File: config.mk
export PLATFORM = sky130hd
export DESIGN_NAME = fv_sb_inorder_mc
export DESIGN_NICKNAME = d
export VERILOG_FILES = /design/src/rtl/fv_sb_pkg.sv /design/src/rtl/fv_sb_track_ch.sv /design/src/rtl/fv_sb_inorder_mc.sv
export SDC_FILE = /design/constraint.sdc
export NUM_CORES = 1
export LEC_CHECK = 0
export ABC_CLOCK_PERIOD_IN_PS = 4000
export BUFFER_PORTS_ARGS = -buffer_cell sky130_fd_sc_hd__buf_2
export CAP_MARGIN = 20
export CORE_AREA = 2 2 162 164
export DETAILED_ROUTE_END_ITERATION = 8
export DIE_AREA = 0 0 164 166
export HOLD_SLACK_MARGIN = 0.02
export MAX_ROUTING_LAYER = met4
export SYNTH_ARGS = -nofsm -noshare
export SYNTH_HDL_FRONTEND = slang
export SYNTH_SLANG_ARGS = --single-unit
File: constraint.sdc
create_clock -name clk -period 4 [get_ports clk]
set_clock_uncertainty 0.15 [all_clocks]
set_input_delay 0.4 -clock clk [delete_from_list [all_inputs] [get_ports clk]]
set_output_delay 0.4 -clock clk [all_outputs]
set_load 0.01 [all_outputs]
File: src/rtl/fv_sb_pkg.sv
// Shared types and sizing helpers for the multi-channel in-order scoreboard.
package fv_sb_pkg;

   typedef enum logic [1:0] {
      IDLE  = 2'd0,
      TRACK = 2'd1,
      DONE  = 2'd2
   } sb_state_e;

   function automatic int calc_chw(input int num_ch);
      return (num_ch > 1) ? $clog2(num_ch) : 1;
   endfunction

   function automatic int calc_cw(input int max_trans);
      return $clog2(max_trans) + 1;
   endfunction

   function automatic int calc_lw(input int max_lat);
      return (max_lat > 0) ? $clog2(max_lat + 1) : 1;
   endfunction

endpackage

File: src/rtl/fv_sb_track_ch.sv
// One channel of the scoreboard: tracks a single sampled transaction with the
// counter technique and raises sticky integrity / protocol error flags.
module fv_sb_track_ch
   import fv_sb_pkg::*;
#(
   parameter int DWIDTH    = 8,
   parameter int MAX_TRANS = 16,
   parameter int MAX_LAT   = 64,
   parameter int CW        = 5
)(
   input  logic              clk,
   input  logic              rstn,
   input  logic              inc,
   input  logic              dec,
   input  logic              sample_req,
   input  logic [DWIDTH-1:0] push_data,
   input  logic [DWIDTH-1:0] pop_data,
   output sb_state_e         state,
   output logic [CW-1:0]     cntr,
   output logic              done,
   output logic              err_data,
   output logic              err_timeout,
   output logic              err_overflow,
   output logic              err_underflow
);

   localparam int            LW       = calc_lw(MAX_LAT);
   localparam logic [CW-1:0] CNT_MAX  = CW'(MAX_TRANS);
   localparam logic [LW-1:0] LAT_SAT  = LW'(MAX_LAT);
   localparam logic [LW-1:0] LAT_LAST = (MAX_LAT > 0) ? LW'(MAX_LAT - 1) : '0;

   sb_state_e         state_q, state_d;
   logic [CW-1:0]     cntr_q, cntr_d;
   logic [LW-1:0]     lat_q, lat_d;
   logic [DWIDTH-1:0] tracked_q, tracked_d;
   logic              ed_q, ed_d, to_q, to_d, of_q, of_d, uf_q, uf_d;
   logic              dec_ok;
   logic              compare;

   // A pop only retires an item when something is actually in flight.
   assign dec_ok  = dec && (cntr_q != '0);
   assign compare = (state_q == TRACK) && dec && (cntr_q == CW'(1));

   always_comb begin
      state_d   = state_q;
      cntr_d    = cntr_q;
      lat_d     = lat_q;
      tracked_d = tracked_q;
      ed_d      = ed_q;
      to_d      = to_q;
      of_d      = of_q;
      uf_d      = uf_q;
      case (state_q)
         IDLE: begin
            if (dec && !dec_ok) uf_d = 1'b1;
            if (inc && (cntr_q == CNT_MAX) && !dec) begin
               of_d   = 1'b1;
               cntr_d = CNT_MAX;
            end else begin
               cntr_d = cntr_q + CW'(inc) - CW'(dec_ok);
            end
            if (inc && sample_req) begin
               tracked_d = push_data;
               lat_d     = '0;
               state_d   = TRACK;
            end
         end
         TRACK: begin
            // Later pushes sit behind the tracked item, so they are not counted.
            if (lat_q != LAT_SAT) lat_d = lat_q + LW'(1);
            if (dec && (cntr_q == '0)) begin
               uf_d = 1'b1;
            end else if (compare) begin
               if (pop_data != tracked_q) ed_d = 1'b1;
               cntr_d  = '0;
               state_d = DONE;
            end else if (dec) begin
               cntr_d = cntr_q - CW'(1);
            end
            if ((MAX_LAT > 0) && !compare && (lat_q == LAT_LAST)) to_d = 1'b1;
         end
         DONE: ;
         default: state_d = IDLE;
      endcase
   end

   always_ff @(posedge clk or negedge rstn) begin
      if (!rstn) begin
         state_q <= IDLE;
         cntr_q  <= '0;
         lat_q   <= '0;
         ed_q    <= 1'b0;
         to_q    <= 1'b0;
         of_q    <= 1'b0;
         uf_q    <= 1'b0;
      end else begin
         state_q <= state_d;
         cntr_q  <= cntr_d;
         lat_q   <= lat_d;
         ed_q    <= ed_d;
         to_q    <= to_d;
         of_q    <= of_d;
         uf_q    <= uf_d;
      end
   end

   always_ff @(posedge clk) begin
      tracked_q <= tracked_d;
   end

   assign state         = state_q;
   assign cntr          = cntr_q;
   assign done          = (state_q == DONE);
   assign err_data      = ed_q;
   assign err_timeout   = to_q;
   assign err_overflow  = of_q;
   assign err_underflow = uf_q;

endmodule

File: src/rtl/fv_sb_inorder_mc.sv
// Multi-channel in-order data-integrity scoreboard: decodes the shared
// push/pop buses per channel and instantiates one tracker per channel.
module fv_sb_inorder_mc
   import fv_sb_pkg::*;
#(
   parameter  int DWIDTH    = 8,
   parameter  int NUM_CH    = 4,
   parameter  int MAX_TRANS = 16,
   parameter  int MAX_LAT   = 64,
   localparam int CHW       = calc_chw(NUM_CH),
   localparam int CW        = calc_cw(MAX_TRANS)
)(
   input  logic                 clk,
   input  logic                 rstn,
   input  logic                 push_valid,
   input  logic [CHW-1:0]       push_ch,
   input  logic [DWIDTH-1:0]    push_data,
   input  logic                 pop_valid,
   input  logic [CHW-1:0]       pop_ch,
   input  logic [DWIDTH-1:0]    pop_data,
   input  logic [NUM_CH-1:0]    sample_req,
   output logic [NUM_CH-1:0]    done,
   output logic [NUM_CH-1:0]    err_data,
   output logic [NUM_CH-1:0]    err_timeout,
   output logic [NUM_CH-1:0]    err_overflow,
   output logic [NUM_CH-1:0]    err_underflow,
   output logic [NUM_CH*CW-1:0] cntr
);

   sb_state_e ch_state [NUM_CH];

   // push_valid/pop_valid are one-cycle qualifiers with no backpressure: each
   // high cycle is exactly one transfer on the tagged channel; ids >= NUM_CH
   // match no tracker and are dropped.
   for (genvar c = 0; c < NUM_CH; c++) begin : g_ch
      logic inc;
      logic dec;
      assign inc = push_valid && (push_ch == CHW'(c));
      assign dec = pop_valid && (pop_ch == CHW'(c));

      fv_sb_track_ch #(
         .DWIDTH    (DWIDTH),
         .MAX_TRANS (MAX_TRANS),
         .MAX_LAT   (MAX_LAT),
         .CW        (CW)
      ) u_track (
         .clk           (clk),
         .rstn          (rstn),
         .inc           (inc),
         .dec           (dec),
         .sample_req    (sample_req[c]),
         .push_data     (push_data),
         .pop_data      (pop_data),
         .state         (ch_state[c]),
         .cntr          (cntr[c*CW +: CW]),
         .done          (done[c]),
         .err_data      (err_data[c]),
         .err_timeout   (err_timeout[c]),
         .err_overflow  (err_overflow[c]),
         .err_underflow (err_underflow[c])
      );

      ap_cntr_max: assert property (@(posedge clk) disable iff (!rstn)
         cntr[c*CW +: CW] <= CW'(MAX_TRANS));
      ap_done_zero: assert property (@(posedge clk) disable iff (!rstn)
         (ch_state[c] == DONE) |-> (cntr[c*CW +: CW] == '0));

`ifdef FORMAL
      // Proof obligations on the bound DUT; benches that inject faults leave FORMAL undefined.
      ap_no_err_data: assert property (@(posedge clk) disable iff (!rstn) !err_data[c]);
      ap_no_err_to:   assert property (@(posedge clk) disable iff (!rstn) !err_timeout[c]);
      ap_no_err_of:   assert property (@(posedge clk) disable iff (!rstn) !err_overflow[c]);
      ap_no_err_uf:   assert property (@(posedge clk) disable iff (!rstn) !err_underflow[c]);
      ap_live:        assert property (@(posedge clk) disable iff (!rstn)
         (ch_state[c] == TRACK) |-> s_eventually (ch_state[c] == DONE));
`endif
   end

endmodule

==> reports/results.txt <==
Worst min-delay path endpoint: g_ch[0].u_track.tracked_q[1]$_DFFE_PP_
Hold/Removal Path Class: in2reg
FMAX: 302 MHz
Hold path cells: 1
IO Port Bufs: 67
Async set-reset flop share out of synthesis: 69.2%
Post-synthesis sequential area ratio: 43.8%
Vias in the first global route: 4515
Critical path class: reg2reg
Skew-Pair Late Insertion Delay: 0.35 ns
EDFF count, synth: 32
Final setup violating endpoints: 0
# DRC: 0
Run status: complete, no violations
Vias per cell: 4.48
VDD IR-drop max: 0.299 mV
Post-synthesis compound-gate area fraction: 13.7%
Syn-to-layout area delta: 14.1%
Setup TNS: 0 ns
Syn Std Cell Area: 0.00631 mm2
CTS tree: done
Main synth FF type: dfrtp_1
CP Max Fanout: 7
Largest family of logic cells by synthesized area: simple AND/OR/NAND/NOR gates
1st-iter DRT viols: 272
Mux share of post-synthesis cell area: 0.535%
Post-DRT Antenna Nets: 0
Rel. slew slack: 28.9%
Critical path capture point type: register
Leak: 0.00319 uW
Ratio of cells with drive above 1 in the final layout: 14.3%
Post-CTS setup buffer count: 0
Hold Fails Final Rpt: 0
RR Endpoint: g_ch[1].u_track.cntr[4]$_DFFE_PN0P_
DP Wirelength: 10800 um
Netlist cell types: 56
Number of nets in the layout: 753
GR Overflow Total: 0
Initial core utilization: 24.6%
Largest net degree at the start of global routing: 73
Yosys reg bits: 104
Post-layout min period: 3.32 ns
Clock Pin Slew Worst Setup and Hold Paths: 0.08 ns
Vias post-DR: 4500
Post_cts resized: 0
RSZ-0062 raised after global routing: false
First-pass DRT Iterations: 4
Average size of a mapped cell: 10.3 um2
Wire per inst: 14.4 um
Design Area, Final: 0.00720 mm2
Worst Tran Pin Value: 1.06 ns
Crit path required time: 4.13 ns
Min-delay src: push_data[1]
Global-route wire length before repair: 23500 um
DP Area: 0.00688 mm2
Worst Path Arrival: 3.45 ns
R2r worst-path depth: 15
Htree depth: 3
Slew Viols, Final: 0
Routed WL: 14400 um
Synth Warn #: 0
Core box area: 0.0256 mm2
DIE HEIGHT: 166 um
Diode count: 0
Initial antenna violation count: 0
Final Cycle Share: 82.9%
FF-to-FF Start: g_ch[1].u_track.cntr[1]$_DFFE_PN0P_
RePlAce Congestion: 0.801
Overall Global Routing Usage: 11.2%
Cell count after synthesis: 614
Row count: 59
Root Driver: clkbuf_16
Fin Hold WS: 0.111 ns
Post-Synth XOR/XNOR Area: 8.74%
Power Dens Cells: 580 mW/mm2
IO Count: 68
Clk sinks: 104
Die area: 0.0272 mm2
R2r setup slk: 0.68 ns
Die span in x: 164 um
Adder-cell share of the synthesized area: 12.4%
CP Launch Type: register
Synthesized Nets: 702
Clk buf depth: 2
Hold_buf cts: 0
Simple-gate area share of the yosys netlist: 14.1%
CTS buffer count: 9
Max Cap Viol: 0
==> per-stage QoR <==
stage          std cells  setup slack [ns]  power (uW)  utilization [%]
6_report            1005             0.685        4170             28.1
5_1_grt             1005             0.305        4540             28.1
3_5_place_dp         987             0.710        3310             26.9
4_1_cts             1003             0.678        4220             28.0
2_1_floorplan        614             0.971        2860                -
3_3_place_gp         987             0.796        3280             26.9
==> how the worst max path moves through the flow <==
| stage | startpoint | slack (ns) | endpoint | cells after the start |
|---|---|---|---|---|
| floorplan | g_ch[1].u_track.cntr[1]$_DFFE_PN0P_ | 0.97 | g_ch[1].u_track.cntr[4]$_DFFE_PN0P_ | 15 |
| global placement | g_ch[1].u_track.cntr[1]$_DFFE_PN0P_ | 0.80 | g_ch[1].u_track.cntr[4]$_DFFE_PN0P_ | 15 |
| detailed placement | g_ch[1].u_track.cntr[1]$_DFFE_PN0P_ | 0.71 | g_ch[1].u_track.cntr[4]$_DFFE_PN0P_ | 15 |
| CTS | g_ch[1].u_track.cntr[1]$_DFFE_PN0P_ | 0.68 | g_ch[1].u_track.cntr[4]$_DFFE_PN0P_ | 15 |
| global route | g_ch[2].u_track.cntr[2]$_DFFE_PN0P_ | 0.31 | g_ch[2].u_track.cntr[4]$_DFFE_PN0P_ | 15 |
| finish | g_ch[1].u_track.cntr[1]$_DFFE_PN0P_ | 0.68 | g_ch[1].u_track.cntr[4]$_DFFE_PN0P_ | 15 |
==> final cells by class <==
| cell class | instances | area, um2 |
|---|---|---|
| timing repair buffer | 69 | 368 |
| clock inverter | 5 | 47.5 |
| inverter | 63 | 236 |
| sequential | 104 | 2760 |
| clock buffer | 11 | 244 |
| tap | 335 | 419 |
| fill | 2677 | 18400 |
| multi-input combinational | 418 | 3120 |
==> Yosys cell counts (8+ instances only) <==
cell	instances	area share, %
dfrtp_1	72	29
inv_1	63	3.7
ha_1	56	11
nor2_1	40	2.4
xor2_1	35	4.9
edfxtp_1	32	15
xnor2_1	28	3.9
nand2_1	27	1.6
o21ai_0	24	1.9
a21oi_1	22	1.7
nand4_1	21	2.1
buf_4	20	2.4
o21bai_1	14	1.7
and3_1	11	1.1
nand3_1	10	0.79
o31ai_1	10	1.2
a21o_1	9	1.1
nor4_1	9	0.89
nor2b_1	8	0.79
==> metal layers <==
metal	share of wire, %	vias to the layer above	track usage [%]	routed length [um]
met5	0	-	-	0
li1	-	2247	-	-
met1	47	2147	14.3	6720
met3	4.6	20	2.82	667
met2	47	86	17.6	6840
met4	1.5	0	3.17	212
==> sequential cells by signal (all words and copies together) (netlist names) <==
signal	count
g_ch.u_track.cntr	20
g_ch.u_track.err_data	4
g_ch.u_track.err_overflow	4
g_ch.u_track.err_timeout	4
g_ch.u_track.err_underflow	4
g_ch.u_track.lat_q	28
g_ch.u_track.state	8
g_ch.u_track.tracked_q	32
==> critical path: stages (launching register included) <==
cell and delay (ns):
dfrtp_1 0.43, inv_1 0.22, ha_1 0.24, nand2_1 0.11
o21bai_1 0.25, inv_1 0.08, ha_1 0.27, inv_1 0.05
ha_1 0.16, inv_1 0.06, fa_1 0.41, o21bai_1 0.16
a21oi_1 0.09, xnor2_1 0.15, mux2_2 0.27, a21oi_1 0.15
==> placed cells by master (no fill, tap or decap), types with 6 or more instances in the layout <==
cell type  count
a21o_1         9
a21oi_1       22
a22o_1         6
a31oi_1        6
and3_1        11
buf_2         66
clkbuf_16      9
dfrtp_1       72
edfxtp_1      32
ha_1          56
inv_1         63
nand2_1       27
nand2b_1       6
nand3_1       10
nand4_1       21
nor2_1        40
nor2b_1        8
nor3_1         6
nor4_1         9
o21ai_0       24
o21bai_1      14
o31ai_1       10
xnor2_1       28
xor2_1        35
==> power by group <==
part	leakage [uW]	internal, uW	total [uW]	switching [uW]
logic	0.00192	742	1700	956
clock network	0.000143	455	883	428
registers	0.00113	1320	1590	269
total	0.00319	2520	4170	1650
==> logic make-up (layout without fill, tap and decap cells) <==
family,Yosys count,count (layout)
simple gates,165,165
compound gates,127,127
flops,104,104
fa+ha+maj,60,60
xor+xnor,63,63
buf+inv,92,148
mux,3,3
Note: power is estimated with default switching activity, not from simulation.
